$ cat config.mk
export PLATFORM = sky130hd
export DESIGN_NAME = uart_transmitter
export DESIGN_NICKNAME = d
export VERILOG_FILES = /design/src/rtl/uart_pkg.sv /design/src/rtl/uart_transmitter.sv
export SDC_FILE = /design/constraint.sdc
export NUM_CORES = 1
export LEC_CHECK = 0
export ABC_AREA = 1
export CAP_MARGIN = 20
export CORE_MARGIN = 10
export CORE_UTILIZATION = 48
export CTS_BUF_LIST = sky130_fd_sc_hd__clkbuf_4
export CTS_CLUSTER_DIAMETER = 200
export DETAILED_ROUTE_END_ITERATION = 12
export PLACE_DENSITY = 0.75
export SLEW_MARGIN = 20
export SYNTH_ARGS = -nofsm -noshare
export SYNTH_HDL_FRONTEND = slang
export SYNTH_SLANG_ARGS = --single-unit
$ cat constraint.sdc
create_clock -name i_clk -period 1.5 [get_ports i_clk]
set_input_delay 0.375 -clock i_clk [delete_from_list [all_inputs] [get_ports i_clk]]
set_output_delay 0.375 -clock i_clk [all_outputs]
set_load 0.005 [all_outputs]
$ cat src/rtl/uart_pkg.sv
`default_nettype none
// ============================================================================
// Module      : uart_pkg
// Description : Shared UART constants: FSM state encoding and oversampling
//               figures, used by both the transmitter and the receiver.
// Revision    : 1.0 - initial release
// ============================================================================
package uart_pkg;

    // FSM state encoding (3 bits wide so the receiver can reuse it unchanged)
    localparam logic [2:0] c_IDLE   = 3'd0;
    localparam logic [2:0] c_START  = 3'd1;
    localparam logic [2:0] c_DATA   = 3'd2;
    localparam logic [2:0] c_PARITY = 3'd3;
    localparam logic [2:0] c_STOP   = 3'd4;

    // Baud ticks per bit period and the last tick index inside one bit
    localparam int         c_OVERSAMPLE = 16;
    localparam logic [3:0] c_TICK_LAST  = 4'd15;

endpackage : uart_pkg
`default_nettype wire

$ cat src/rtl/uart_transmitter.sv
`default_nettype none
// ============================================================================
// Module      : uart_transmitter
// Description : Serial UART transmit engine. Sends one DATA_BITS-wide word
//               per accepted start pulse, LSB first, with one start bit,
//               optional parity bit and SB_TICK/16 stop bits, timed by an
//               external 16x baud tick. Pulses o_tx_done for one cycle at
//               the end of each frame.
//               Optional feature macro: UART_TX_PARITY_EN (adds a parity
//               bit after the data bits; sense chosen by PARITY_ODD).
// Revision    : 1.0 - initial release
// ============================================================================
module uart_transmitter
    import uart_pkg::*;
#(
    parameter int DATA_BITS  = 8,
    parameter int SB_TICK    = 16,
    parameter int PARITY_ODD = 0
) (
    input  logic                 i_clk,
    input  logic                 i_reset,
    input  logic                 i_s_tick,
    input  logic                 i_tx_start,
    input  logic [DATA_BITS-1:0] i_tx_data,
    output logic                 o_tx_done,
    output logic                 o_tx
);

    // Stop phase can last two bit periods, which needs a 5-bit tick counter
    localparam int c_SCNT_W = (SB_TICK > c_OVERSAMPLE) ? 5 : 4;

    localparam logic [c_SCNT_W-1:0] c_BIT_LAST  = c_SCNT_W'(c_TICK_LAST);
    localparam logic [c_SCNT_W-1:0] c_STOP_LAST = c_SCNT_W'(SB_TICK - 1);
    localparam logic [2:0]          c_N_LAST    = 3'(DATA_BITS - 1);

    logic [2:0]           r_state, w_state;
    logic [c_SCNT_W-1:0]  r_s_cnt, w_s_cnt;
    logic [2:0]           r_n_cnt, w_n_cnt;
    logic [DATA_BITS-1:0] r_shift, w_shift;
    logic                 r_tx, w_tx;
    logic                 r_tx_done, w_tx_done;

`ifdef UART_TX_PARITY_EN
    // Untouched copy of the word: the shift register is empty by parity time
    logic [DATA_BITS-1:0] r_data_latched, w_data_latched;
    logic                 w_parity;

    assign w_parity = (^r_data_latched) ^ (PARITY_ODD != 0);
`else
    logic                 w_unused_parity_odd;

    assign w_unused_parity_odd = (PARITY_ODD != 0);
`endif

    // State, counters, data and the registered line/done outputs
    always_ff @(posedge i_clk) begin
        if (i_reset) begin
            r_state   <= c_IDLE;
            r_s_cnt   <= '0;
            r_n_cnt   <= '0;
            r_shift   <= '0;
            r_tx      <= 1'b1;
            r_tx_done <= 1'b0;
`ifdef UART_TX_PARITY_EN
            r_data_latched <= '0;
`endif
        end else begin
            r_state   <= w_state;
            r_s_cnt   <= w_s_cnt;
            r_n_cnt   <= w_n_cnt;
            r_shift   <= w_shift;
            r_tx      <= w_tx;
            r_tx_done <= w_tx_done;
`ifdef UART_TX_PARITY_EN
            r_data_latched <= w_data_latched;
`endif
        end
    end

    // Next-state logic; the line level is derived from the state being
    // entered so that o_tx can be a plain register with one cycle latency
    always_comb begin
        w_state   = r_state;
        w_s_cnt   = r_s_cnt;
        w_n_cnt   = r_n_cnt;
        w_shift   = r_shift;
        w_tx_done = 1'b0;
`ifdef UART_TX_PARITY_EN
        w_data_latched = r_data_latched;
`endif
        case (r_state)
            c_IDLE: begin
                // A tick arriving with the start is deliberately not counted
                if (i_tx_start) begin
                    w_shift = i_tx_data;
                    w_s_cnt = '0;
                    w_state = c_START;
`ifdef UART_TX_PARITY_EN
                    w_data_latched = i_tx_data;
`endif
                end
            end
            c_START: begin
                if (i_s_tick) begin
                    if (r_s_cnt == c_BIT_LAST) begin
                        w_s_cnt = '0;
                        w_n_cnt = '0;
                        w_state = c_DATA;
                    end else begin
                        w_s_cnt = r_s_cnt + c_SCNT_W'(1);
                    end
                end
            end
            c_DATA: begin
                if (i_s_tick) begin
                    if (r_s_cnt == c_BIT_LAST) begin
                        w_s_cnt = '0;
                        w_shift = r_shift >> 1;
                        if (r_n_cnt == c_N_LAST) begin
`ifdef UART_TX_PARITY_EN
                            w_state = c_PARITY;
`else
                            w_state = c_STOP;
`endif
                        end else begin
                            w_n_cnt = r_n_cnt + 3'd1;
                        end
                    end else begin
                        w_s_cnt = r_s_cnt + c_SCNT_W'(1);
                    end
                end
            end
`ifdef UART_TX_PARITY_EN
            c_PARITY: begin
                if (i_s_tick) begin
                    if (r_s_cnt == c_BIT_LAST) begin
                        w_s_cnt = '0;
                        w_state = c_STOP;
                    end else begin
                        w_s_cnt = r_s_cnt + c_SCNT_W'(1);
                    end
                end
            end
`endif
            c_STOP: begin
                if (i_s_tick) begin
                    if (r_s_cnt == c_STOP_LAST) begin
                        w_s_cnt   = '0;
                        w_state   = c_IDLE;
                        w_tx_done = 1'b1;
                    end else begin
                        w_s_cnt = r_s_cnt + c_SCNT_W'(1);
                    end
                end
            end
            default: begin
                w_state = c_IDLE;
            end
        endcase

        case (w_state)
            c_START: w_tx = 1'b0;
            c_DATA:  w_tx = w_shift[0];
`ifdef UART_TX_PARITY_EN
            c_PARITY: w_tx = w_parity;
`endif
            default: w_tx = 1'b1;
        endcase
    end

    assign o_tx      = r_tx;
    assign o_tx_done = r_tx_done;

endmodule : uart_transmitter
`default_nettype wire

==> impl_results.md, run 1 <==
- Outcome: finished clean
- Total GRT Usage: 0.120
- Synth top area share: 0.351
- Worst-Skew Late Latency: 0.30 ns
- Routed WL: 2570 um
- Pin count of the biggest net entering global routing: 13
- Number of vias per cell: 5.09
- DRT antenna net count: 0
- Root buf cell: clkbuf_4
- Chip height: 68.8 um
- Clock Skews: 0.00234 ns
- CP cell instances: ha_2, nand2_2, nor2_4, buf_4, nand3b_1, nand3_1, nand2_1, nand2_1, nand3_2
- Final Util: 0.629
- Top-count cell post-synth: nand2_1
- Share of power burned in registers: 0.542
- Leak: 0.607 nW
- Final instance area: 1400 um2
- Power density cells: 759 nW/um2
- Crit end category: flip-flop
- Max Cap Viol: 0
- Simple-Gate Fraction of Synth Area: 0.417
- WHS: 0.471 ns
- CTS H-Tree Depth: 1
- Max frequency: 0.707 GHz
- TritonCTS Buffers: 3
- Sequential area share after synthesis: 0.351
- Fin crit share: 0.943
- Die X: 68.8 um
- FFs w/ async S/R, synth: 0
- XOR/XNOR Fraction of Synth Area: 0
- TNS Setup: 0 ns
- Mapped Area: 1140 um2
- Combinational share of power: 0.213
- Antenna violations before repair: 0
- Hold WC Path Type: reg -> reg
- GP Congestion: 0.756
- Die Area: 4730 um2
- Post-synth EDFFs: 0
- Required time worst endpoint: 1.70 ns
- Final worst path period need: 1.41 ns
- Cell family with most CP delay: simple AND/OR/NAND/NOR gates
- Worst vdd rail ir drop: 723 uV
- Post-Syn Nets: 170
- Clk pwr share: 0.246
- Syn-to-layout area delta: 23.0%
- Antenna diode count: 0
- Mux contribution to synthesized area: 0
- Fillcell total: 222
- CTS tree: built
- Worst path bufs/invs: 1
- Worst-path fanout max: 2
- CTS sink count: 20
- Post-route DRC: 0
- Largest family of logic cells by synthesized area: simple AND/OR/NAND/NOR gates
- Ys Warns: 0
- Via count: 1054
- Via count of the first global-routing pass: 1058
- Share of layout cells above drive strength 1: 0.240
- Avg Inst Size Synth: 7.36 um2
- Most instantiated cells after synthesis: nand2_1, dfxtp_1, nor2_1
- Port Buffers: 13
- I/O Pins: 14
- Pre-antenna DRT Iters: 4
- Internal power: 0.762 mW
- Reg clk slew, reported paths: 0.11 ns
- Netlist cell types: 26
- Switching power total: 0.304 mW
- Final Max Tran Viols: 0
- Post-DP HPWL: 2080 um
- CTS Hold Bufs: 0
- Area leader, netlist: dfxtp_1
- Sw frac: 0.285
- Initial Utilization: 0.511
- Placement Rows: 17
- Post-synthesis compound-gate area fraction: 0.130
- Post-Synth Adder-Cell Area: 0.0329
- DP Area: 1370 um2
- Flops & latches, synth: 20
- Kind of critical path: reg -> reg
- Number of hold violations in the final report: 0
- Longest Clk Path Bufs: 2
- Crit path launch type: flip-flop
- Final non-filler cell total: 207
- Placed cells: 202
- First-pass GRT wire length: 4440 um
- Total gr overflow: 0
- Slew at the pin closest to its max-slew limit: 0.242 ns
- Critical Path Max Stage Delay: 0.35 ns
- Core Region: 2230 um2
- CP max-delay cell: dfxtp_1
- Avg WL per Cell: 12.4 um
- Final net count: 195
- Synth Flop Type: dfxtp_1
- Post-Synthesis Cells: 155
- Dominant cells by area after synthesis: dfxtp_1, nand2_1, a21oi_1
- CP Data Arrival Time: 1.61 ns
- Slew margin rel.: 0.839
- Cell mode on critical path: nand2_1
- Initial DRC Count: 60
- # setup viols final: 0
==> cell families (layout without fill, tap and decap cells) <==
group,count (synthesis),after routing
buf+inv,20,44
simple gates,88,88
flops,20,20
compound gates,24,24
fa+ha+maj,3,3
==> metrics by stage <==
stage | total power [mW] | setup WS, ns
floorplan | 0.726 | 0.145
global placement | 0.807 | -0.0927
detailed placement | 0.817 | -0.122
CTS | 1.07 | 0.0473
global route | 1.13 | -0.0102
finish | 1.07 | 0.0851
==> area by class of cell <==
| class | instances | area [um2] | share of cell area |
|---|---|---|---|
| Clock buffer | 3 | 22.5 | 0.0160 |
| Clock inverter | 1 | 3.75 | 0.00267 |
| Inverter | 19 | 75.1 | 0.0535 |
| Multi-Input combinational cell | 115 | 664 | 0.473 |
| Sequential cell | 20 | 403 | 0.287 |
| Tap cell | 28 | 35.0 | 0.0250 |
| Timing Repair Buffer | 21 | 200 | 0.143 |
==> worst register-to-register path, cell delays in order (launching register included) <==
cell	delay, ns
dfxtp_1	0.35
ha_2	0.20
nand2_2	0.08
nor2_4	0.15
buf_4	0.15
nand3b_1	0.07
nand3_1	0.11
nand2_1	0.07
nand2_1	0.07
nand3_2	0.06
==> layout by cell type (no fill, tap or decap), types with 2 or more instances in the layout <==
cell	synthesis	layout
nand3_1	11	11
nor2_2	2	2
nand2_2	6	6
nand3_2	4	4
nand3b_1	2	2
inv_2	5	5
o21ai_0	3	3
nand2_4	3	3
dfxtp_1	20	18
o22ai_1	2	2
nand2_1	33	33
inv_1	12	12
dfxtp_2	0	2
clkbuf_4	0	3
dlygate4sd2_1	0	2
ha_1	3	2
a21oi_1	16	16
nor2_4	3	3
buf_4	0	7
nor2_1	20	20
clkdlybuf4s50_1	0	11
==> routing by layer <==
| metal | part of all wire | GRT usage | wire (um) | vias to the layer above |
|---|---|---|---|---|
| li1 | - | - | - | 547 |
| met1 | 0.43 | 0.124 | 1100 | 491 |
| met2 | 0.53 | 0.228 | 1370 | 14 |
| met3 | 0.033 | 0.0290 | 84 | 2 |
| met4 | 0.0066 | 0.0443 | 17 | 0 |
| met5 | 0 | 0 | 0 | - |
==> power by group through the flow <==
stage	logic, mW	clock network [mW]	registers (mW)
CTS	0.228	0.264	0.577
detailed placement	0.228	0	0.589
finish	0.227	0.262	0.577
global route	0.254	0.293	0.580
floorplan	0.138	0	0.587
global placement	0.221	0	0.587
==> repair_timing <==
action | CTS | global route
gates cloned | 0 | 0
gates resized for setup | 3 | 2
buffers inserted | 0 | 1
endpoints found under the setup margin | 2 | 6
pin swaps | 0 | 2
==> state kept, by name, indices dropped and copies added, names as in the netlist <==
register	flops
r_s_cnt	4
o_tx_done	1
o_tx	1
r_shift	8
r_state	3
r_n_cnt	3
==> path summary, 6_finish.rpt <==
check	from	to	slack [ns]	cells past startpoint
min reg2reg	r_shift[6]$_SDFFE_PP0P_	r_shift[6]$_SDFFE_PP0P_	0.47	2
max reg2reg	r_s_cnt[1]$_SDFFE_PP0P_	o_tx$_SDFF_PP1_	0.09	9
min	r_shift[6]$_SDFFE_PP0P_	r_shift[6]$_SDFFE_PP0P_	0.47	2
max	r_s_cnt[1]$_SDFFE_PP0P_	o_tx$_SDFF_PP1_	0.09	9
Note: power is estimated with default switching activity, not from simulation.
==> run 2, diff against run 1 <==
--- a/config.mk
+++ b/config.mk
@@ -8,11 +8,11 @@
 export ABC_AREA = 1
 export CAP_MARGIN = 20
 export CORE_MARGIN = 10
-export CORE_UTILIZATION = 48
+export CORE_UTILIZATION = 28
 export CTS_BUF_LIST = sky130_fd_sc_hd__clkbuf_4
 export CTS_CLUSTER_DIAMETER = 200
 export DETAILED_ROUTE_END_ITERATION = 12
-export PLACE_DENSITY = 0.75
+export PLACE_DENSITY = 0.51
 export SLEW_MARGIN = 20
 export SYNTH_ARGS = -nofsm -noshare
 export SYNTH_HDL_FRONTEND = slang
==> impl_results.md, run 2 (synthesis gave the netlist of run 1 again) <==
- Grt peak-use layer: met2 (unchanged)
- Die X: 83.8 um (was 68.8 um)
- I/O Pins: 14 (unchanged)
- Final Util: 0.371 (was 0.629)
- Antenna diode count: 0 (unchanged)
- Core Region: 3970 um2 (was 2230 um2)
- Leak: 0.627 nW (was 0.607 nW)
- M3 GR Usage: 0.0322 (was 0.0290)
- Outcome: finished clean (unchanged)
- DRT antenna net count: 0 (unchanged)
- Commonest cells after routing, fill and taps aside: nand2_1, nor2_1, dfxtp_1 (unchanged)
- Chip height: 83.8 um (was 68.8 um)
- Avg WL per Cell: 11.1 um (was 12.4 um)
- TritonCTS Buffers: 3 (unchanged)
- Critical Path Source: r_s_cnt[0]$_SDFFE_PP0P_ (was r_s_cnt[1]$_SDFFE_PP0P_)
- Initial Utilization: 0.287 (was 0.511)
- Root buf cell: clkbuf_4 (unchanged)
- Share of power burned in registers: 0.461 (was 0.542)
- Critical Path Max Stage Delay: 0.37 ns (was 0.35 ns)
- Leading cell type in the layout, fill and taps excluded: nand2_1 (unchanged)
- Antenna violations before repair: 0 (unchanged)
- Max reg flops: 8 (unchanged)
- Cell mode on critical path: a21oi_1 (was nand2_1)
- Hold WC Path Type: reg -> reg (unchanged)
- First-pass GRT wire length: 4750 um (was 4440 um)
- CTS sink count: 20 (unchanged)
- # setup viols final: 0 (unchanged)
- Final net count: 197 (was 195)
- Worst path bufs/invs: 1 (unchanged)
- Total gr overflow: 0 (unchanged)
- Pin count of the biggest net entering global routing: 13 (unchanged)
- Worst Slack Setup Final: 0.137 ns (was 0.0851 ns)
- Critical R2R Launch: r_s_cnt[0]$_SDFFE_PP0P_ (was r_s_cnt[1]$_SDFFE_PP0P_)
- Number of vias per cell: 4.49 (was 5.09)
- Reg area: 404 um2 (was 403 um2)
- Slew at the pin closest to its max-slew limit: 0.245 ns (was 0.242 ns)
- Max frequency: 0.734 GHz (was 0.707 GHz)
- Pre-CTS setup slack: -0.138 ns (was -0.122 ns)
- Clock Skews: 0.00202 ns (was 0.00234 ns)
- Crit path launch type: flip-flop (unchanged)
- Power density cells: 854 nW/um2 (was 759 nW/um2)
- Max Cap Viol: 0 (unchanged)
- Crit end category: flip-flop (unchanged)
- Via count: 1037 (was 1054)
- Unrepaired setup endpoints after global routing: no
- DP Area: 1400 um2 (was 1370 um2)
- CP cell instances: ha_4, nand2_2, nor2_4, nand2_4, buf_4, nor2_1, a21oi_1, a21oi_1 (was ha_2, nand2_2, nor2_4, buf_4, nand3b_1, nand3_1, nand2_1, nand2_1, nand3_2)
- Most flops, register: r_shift (unchanged)
- Longest Clk Path Bufs: 2 (unchanged)
- Placement Rows: 23 (was 17)
- Final worst path period need: 1.36 ns (was 1.41 ns)
- CTS tree: built (unchanged)
- Kind of critical path: reg -> reg (unchanged)
- Via count of the first global-routing pass: 1113 (was 1058)
- Multi-input logic area: 674 um2 (was 664 um2)
- Worst-Skew Late Latency: 0.31 ns (was 0.30 ns)
- Syn-to-layout area delta: 29.1% (was 23.0%)
- TNS Setup: 0 ns (unchanged)
- Fillcell total: 411 (was 222)
- Final instance area: 1470 um2 (was 1400 um2)
- Post-DP HPWL: 2030 um (was 2080 um)
- M1 GR Usage: 0.0826 (was 0.124)
- Die Area: 7030 um2 (was 4730 um2)
- Initial DRC Count: 25 (was 60)
- Beginning of the worst hold path: r_shift[4]$_SDFFE_PP0P_ (was r_shift[6]$_SDFFE_PP0P_)
- CTS Hold Bufs: 0 (unchanged)
- Largest regs: r_shift x8, r_s_cnt x4 (unchanged)
- Switching power total: 0.320 mW (was 0.304 mW)
- Reg clk slew, reported paths: 0.12 ns (was 0.11 ns)
- Worst-path fanout max: 6 (was 2)
- CTS H-Tree Depth: 1 (unchanged)
- CP max-delay cell: dfxtp_2 (was dfxtp_1)
- Total GRT Usage: 0.0780 (was 0.120)
- Cell family with most CP delay: simple AND/OR/NAND/NOR gates (unchanged)
- Pre-antenna DRT Iters: 4 (unchanged)
- Sw frac: 0.254 (was 0.285)
- Fin crit share: 0.909 (was 0.943)
- Share of layout cells above drive strength 1: 0.260 (was 0.240)
- Combinational share of power: 0.179 (was 0.213)
- Routed WL: 2570 um (about the same)
- CP Data Arrival Time: 1.61 ns (about the same)
- Post-route DRC: 0 (unchanged)
- Final Max Tran Viols: 0 (unchanged)
- Internal power: 0.937 mW (was 0.762 mW)
- Worst vdd rail ir drop: 524 uV (was 723 uV)
- Slew margin rel.: 0.836 (was 0.839)
- Number of hold violations in the final report: 0 (unchanged)
- Clk pwr share: 0.360 (was 0.246)
- Met2 GRT Util: 0.139 (was 0.228)
- Port Buffers: 13 (unchanged)
- Required time worst endpoint: 1.75 ns (was 1.70 ns)
- GP Congestion: 0.764 (was 0.756)
## run 2: timing repair
action / 4_1_cts / 5_1_grt
hold endpoints to repair: 0 / 0
pin swaps: 0 / 3
endpoints found under the setup margin: 2 / 12
resized for setup: 3 / 5
setup buffers: 0 / 1
gates cloned: 0 / 0
## run 2: area by class of cell
class	instances	share of cell area
multi-input cells	115	0.458
repair buffers	23	0.138
flip-flops and latches	20	0.274
well taps	50	0.0425
inverters	19	0.0518
clock buffers	3	0.0153
clock inverters	1	0.0204
## run 2: worst paths after layout
check	slack (ns)	to	cells past startpoint
min reg2reg	0.47	r_shift[4]$_SDFFE_PP0P_	2
max reg2reg	0.14	r_shift[6]$_SDFFE_PP0P_	8
min	0.47	r_shift[4]$_SDFFE_PP0P_	2
max	0.14	r_shift[6]$_SDFFE_PP0P_	8
## run 2: power groups by stage
stage | sequential, mW | clock, mW | combinational, mW
3_5_place_dp | 0.588 | 0 | 0.224
3_3_place_gp | 0.587 | 0 | 0.221
6_report | 0.580 | 0.452 | 0.225
4_1_cts | 0.576 | 0.472 | 0.224
2_1_floorplan | 0.587 | 0 | 0.138
5_1_grt | 0.583 | 0.494 | 0.256
## run 2: stage by stage
step	total power, mW	instances	hold WS [ns]
finish	1.26	231	0.470
global route	1.33	231	0.490
CTS	1.27	230	0.469
detailed placement	0.812	226	0.450
global placement	0.808	226	0.447
floorplan	0.726	155	0.429
## run 2: per-layer routing
layer / up-vias / wire length, um
met4: 0 / 28
met3: 4 / 134
met1: 466 / 1150
met2: 14 / 1250
li1: 553 / -
met5: - / 0
## run 2: worst reg2reg max path: stages (launching register included)
cell and delay [ns]:
dfxtp_2 0.37, ha_4 0.15, nand2_2 0.08, nor2_4 0.16, nand2_4 0.09, buf_4 0.17, nor2_1 0.10, a21oi_1 0.04
a21oi_1 0.14
==> run 3, diff against run 2 <==
--- a/config.mk
+++ b/config.mk
@@ -8,11 +8,11 @@
 export ABC_AREA = 1
 export CAP_MARGIN = 20
 export CORE_MARGIN = 10
-export CORE_UTILIZATION = 28
+export CORE_UTILIZATION = 50
 export CTS_BUF_LIST = sky130_fd_sc_hd__clkbuf_4
 export CTS_CLUSTER_DIAMETER = 200
 export DETAILED_ROUTE_END_ITERATION = 12
-export PLACE_DENSITY = 0.51
+export PLACE_DENSITY = 0.78
 export SLEW_MARGIN = 20
 export SYNTH_ARGS = -nofsm -noshare
 export SYNTH_HDL_FRONTEND = slang
==> impl_results.md, run 3 (synthesis gave the netlist of run 1 again) <==
- Pre-antenna DRT Iters: 4 (unchanged)
- Hold WC Path Type: reg -> reg (unchanged)
- Share of layout cells above drive strength 1: 0.274 (was 0.260)
- Post-route DRC: 0 (unchanged)
- Final Max Tran Viols: 0 (unchanged)
- Internal power: 0.941 mW (was 0.937 mW)
- Clk pwr share: 0.355 (was 0.360)
- Root buf cell: clkbuf_4 (unchanged)
- Critical R2R Launch: r_s_cnt[0]$_SDFFE_PP0P_ (unchanged)
- Worst Slack Setup Final: 0.134 ns (was 0.137 ns)
- Cell family with most CP delay: simple AND/OR/NAND/NOR gates (unchanged)
- Worst path bufs/invs: 1 (unchanged)
- TNS Setup: 0 ns (unchanged)
- I/O Pins: 14 (unchanged)
- Placed cells: 202 (was 226)
- Commonest cells after routing, fill and taps aside: nand2_1, nor2_1, dfxtp_1 (unchanged)
- Placement Rows: 17 (was 23)
- Critical Path Max Stage Delay: 0.37 ns (about the same)
- Initial DRC Count: 29 (was 25)
- CP Data Arrival Time: 1.61 ns (about the same)
- Initial Utilization: 0.521 (was 0.287)
- Leak: 0.618 nW (was 0.627 nW)
- CTS sink count: 20 (unchanged)
- Cell depth of the worst flop-to-flop path: 8 (unchanged)
- Final non-filler cell total: 207 (was 231)
- First-pass GRT wire length: 4410 um (was 4750 um)
- Share of power burned in registers: 0.461 (about the same)
- Beginning of the worst hold path: r_shift[4]$_SDFFE_PP0P_ (unchanged)
- Routed WL: 2560 um (was 2570 um)
- CP max-delay cell: dfxtp_2 (unchanged)
- Slew margin rel.: 0.831 (was 0.836)
- DP Area: 1370 um2 (was 1400 um2)
- # setup viols final: 0 (unchanged)
- Max reg flops: 8 (unchanged)
- Number of hold violations in the final report: 0 (unchanged)
- Final worst path period need: 1.37 ns (was 1.36 ns)
- CTS H-Tree Depth: 1 (unchanged)
- CP cell instances: ha_4, nand2_2, nor2_4, nand2_4, buf_4, nor2_1, a21oi_1, a21oi_1 (unchanged)
- Sw frac: 0.254 (about the same)
- Leading cell type in the layout, fill and taps excluded: nand2_1 (unchanged)
- Final Util: 0.664 (was 0.371)
- Number of vias per cell: 5.17 (was 4.49)
- Multi-input logic area: 686 um2 (was 674 um2)
- Reg2reg end: r_shift[5]$_SDFFE_PP0P_ (was r_shift[6]$_SDFFE_PP0P_)
- Worst-Skew Late Latency: 0.31 ns (about the same)
- TritonCTS Buffers: 3 (unchanged)
- Most flops, register: r_shift (unchanged)
- Switching power total: 0.320 mW (about the same)
- Worst vdd rail ir drop: 653 uV (was 524 uV)
- Cell mode on critical path: a21oi_1 (unchanged)
- Worst-path fanout max: 6 (unchanged)
- Final net count: 195 (was 197)
- Outcome: finished clean (unchanged)
- Final instance area: 1450 um2 (was 1470 um2)
- Antenna diode count: 0 (unchanged)
- Power density cells: 867 nW/um2 (was 854 nW/um2)
- CTS tree: built (unchanged)
- Antenna violations before repair: 0 (unchanged)
- Combinational share of power: 0.184 (was 0.179)
- Reg clk slew, reported paths: 0.11 ns (was 0.12 ns)
- Total gr overflow: 0 (unchanged)
- WHS Path Cells: 2 (unchanged)
- Pre-CTS setup slack: -0.109 ns (was -0.138 ns)
- Fillcell total: 195 (was 411)
- Slew at the pin closest to its max-slew limit: 0.253 ns (was 0.245 ns)
- Largest regs: r_shift x8, r_s_cnt x4 (unchanged)
- Die Area: 4590 um2 (was 7030 um2)
- DRT antenna net count: 0 (unchanged)
- Die X: 67.8 um (was 83.8 um)
- Avg WL per Cell: 12.4 um (was 11.1 um)
- Kind of critical path: reg -> reg (unchanged)
- Required time worst endpoint: 1.74 ns (was 1.75 ns)
- Clock Skews: 0.00880 ns (was 0.00202 ns)
- Via count of the first global-routing pass: 1086 (was 1113)
- Via count: 1070 (was 1037)
- Longest Clk Path Bufs: 2 (unchanged)
- Setup slack, reg-to-reg: 0.13 ns (was 0.14 ns)
- Crit path launch type: flip-flop (unchanged)
- Syn-to-layout area delta: 27.4% (was 29.1%)
- CTS Hold Bufs: 0 (unchanged)
- Post-DP HPWL: 1970 um (was 2030 um)
- Reg area: 405 um2 (was 404 um2)
- Total GRT Usage: 0.120 (was 0.0780)
- Core Region: 2190 um2 (was 3970 um2)
- Chip height: 67.8 um (was 83.8 um)
- Unrepaired setup endpoints after global routing: no (unchanged)
- Fin crit share: 0.911 (was 0.909)
- Pin count of the biggest net entering global routing: 15 (was 13)
- Port Buffers: 13 (unchanged)
- WHS: 0.468 ns (was 0.470 ns)
- Max frequency: 0.732 GHz (was 0.734 GHz)
- Hold EP: r_shift[4]$_SDFFE_PP0P_ (unchanged)
- GP Congestion: 0.796 (was 0.764)
- Design Power: 1.26 mW (about the same)
- Crit end category: flip-flop (unchanged)
- Max Cap Viol: 0 (unchanged)
run 3: cell count changes in the layout (fill, tap and decap cells not counted), sizes merged:
cell and change:
buf -2, clkinv +1, inv -1
run 3: final cells by class:
class	count	area share
clock inverter	1	0.0207
multi-input combinational	115	0.472
inverter	19	0.0516
tap	28	0.0241
sequential	20	0.279
clock buffer	3	0.0155
timing repair buffer	21	0.138
run 3: power groups by stage:
stage	sequential, mW	combinational [mW]	clock, mW
detailed placement	0.589	0.228	0
finish	0.581	0.232	0.447
CTS	0.577	0.227	0.452
global placement	0.587	0.220	0
floorplan	0.587	0.138	0
global route	0.584	0.261	0.482
run 3: tightest hold or removal path, cell delays in order, from the launching register on:
cell	delay, ns
dfxtp_1	0.33
nand2_1	0.06
a21oi_1	0.05
run 3: worst max path at each step:
stage / start / end / slack, ns / cells past startpoint
6_report: r_s_cnt[0]$_SDFFE_PP0P_ / r_shift[5]$_SDFFE_PP0P_ / 0.13 / 8
3_5_place_dp: i_s_tick / r_shift[7]$_SDFFE_PP0P_ / -0.11 / 6
2_1_floorplan: r_s_cnt[0]$_SDFFE_PP0P_ / o_tx$_SDFF_PP1_ / 0.14 / 10
5_1_grt: r_s_cnt[0]$_SDFFE_PP0P_ / o_tx$_SDFF_PP1_ / 0.03 / 10
4_1_cts: r_s_cnt[1]$_SDFFE_PP0P_ / r_n_cnt[0]$_SDFFE_PP0P_ / 0.03 / 8
3_3_place_gp: i_tx_start / r_s_cnt[2]$_SDFFE_PP0P_ / -0.08 / 9
run 3: timing repair:
item	CTS	global route
resized for setup	3	9
hold endpoints to repair	0	0
pin swaps	0	3
endpoints found under the setup margin	2	8
setup buffers	0	1
run 3: layer usage:
metal / vias to the layer above / routed length (um) / part of all wire / global-route usage
met1: 493 / 1020 / 0.40 / 0.119
li1: 547 / - / - / -
met5: - / 0 / 0 / 0
met2: 23 / 1380 / 0.54 / 0.228
met4: 0 / 50 / 0.020 / 0.0528
met3: 7 / 107 / 0.042 / 0.0314
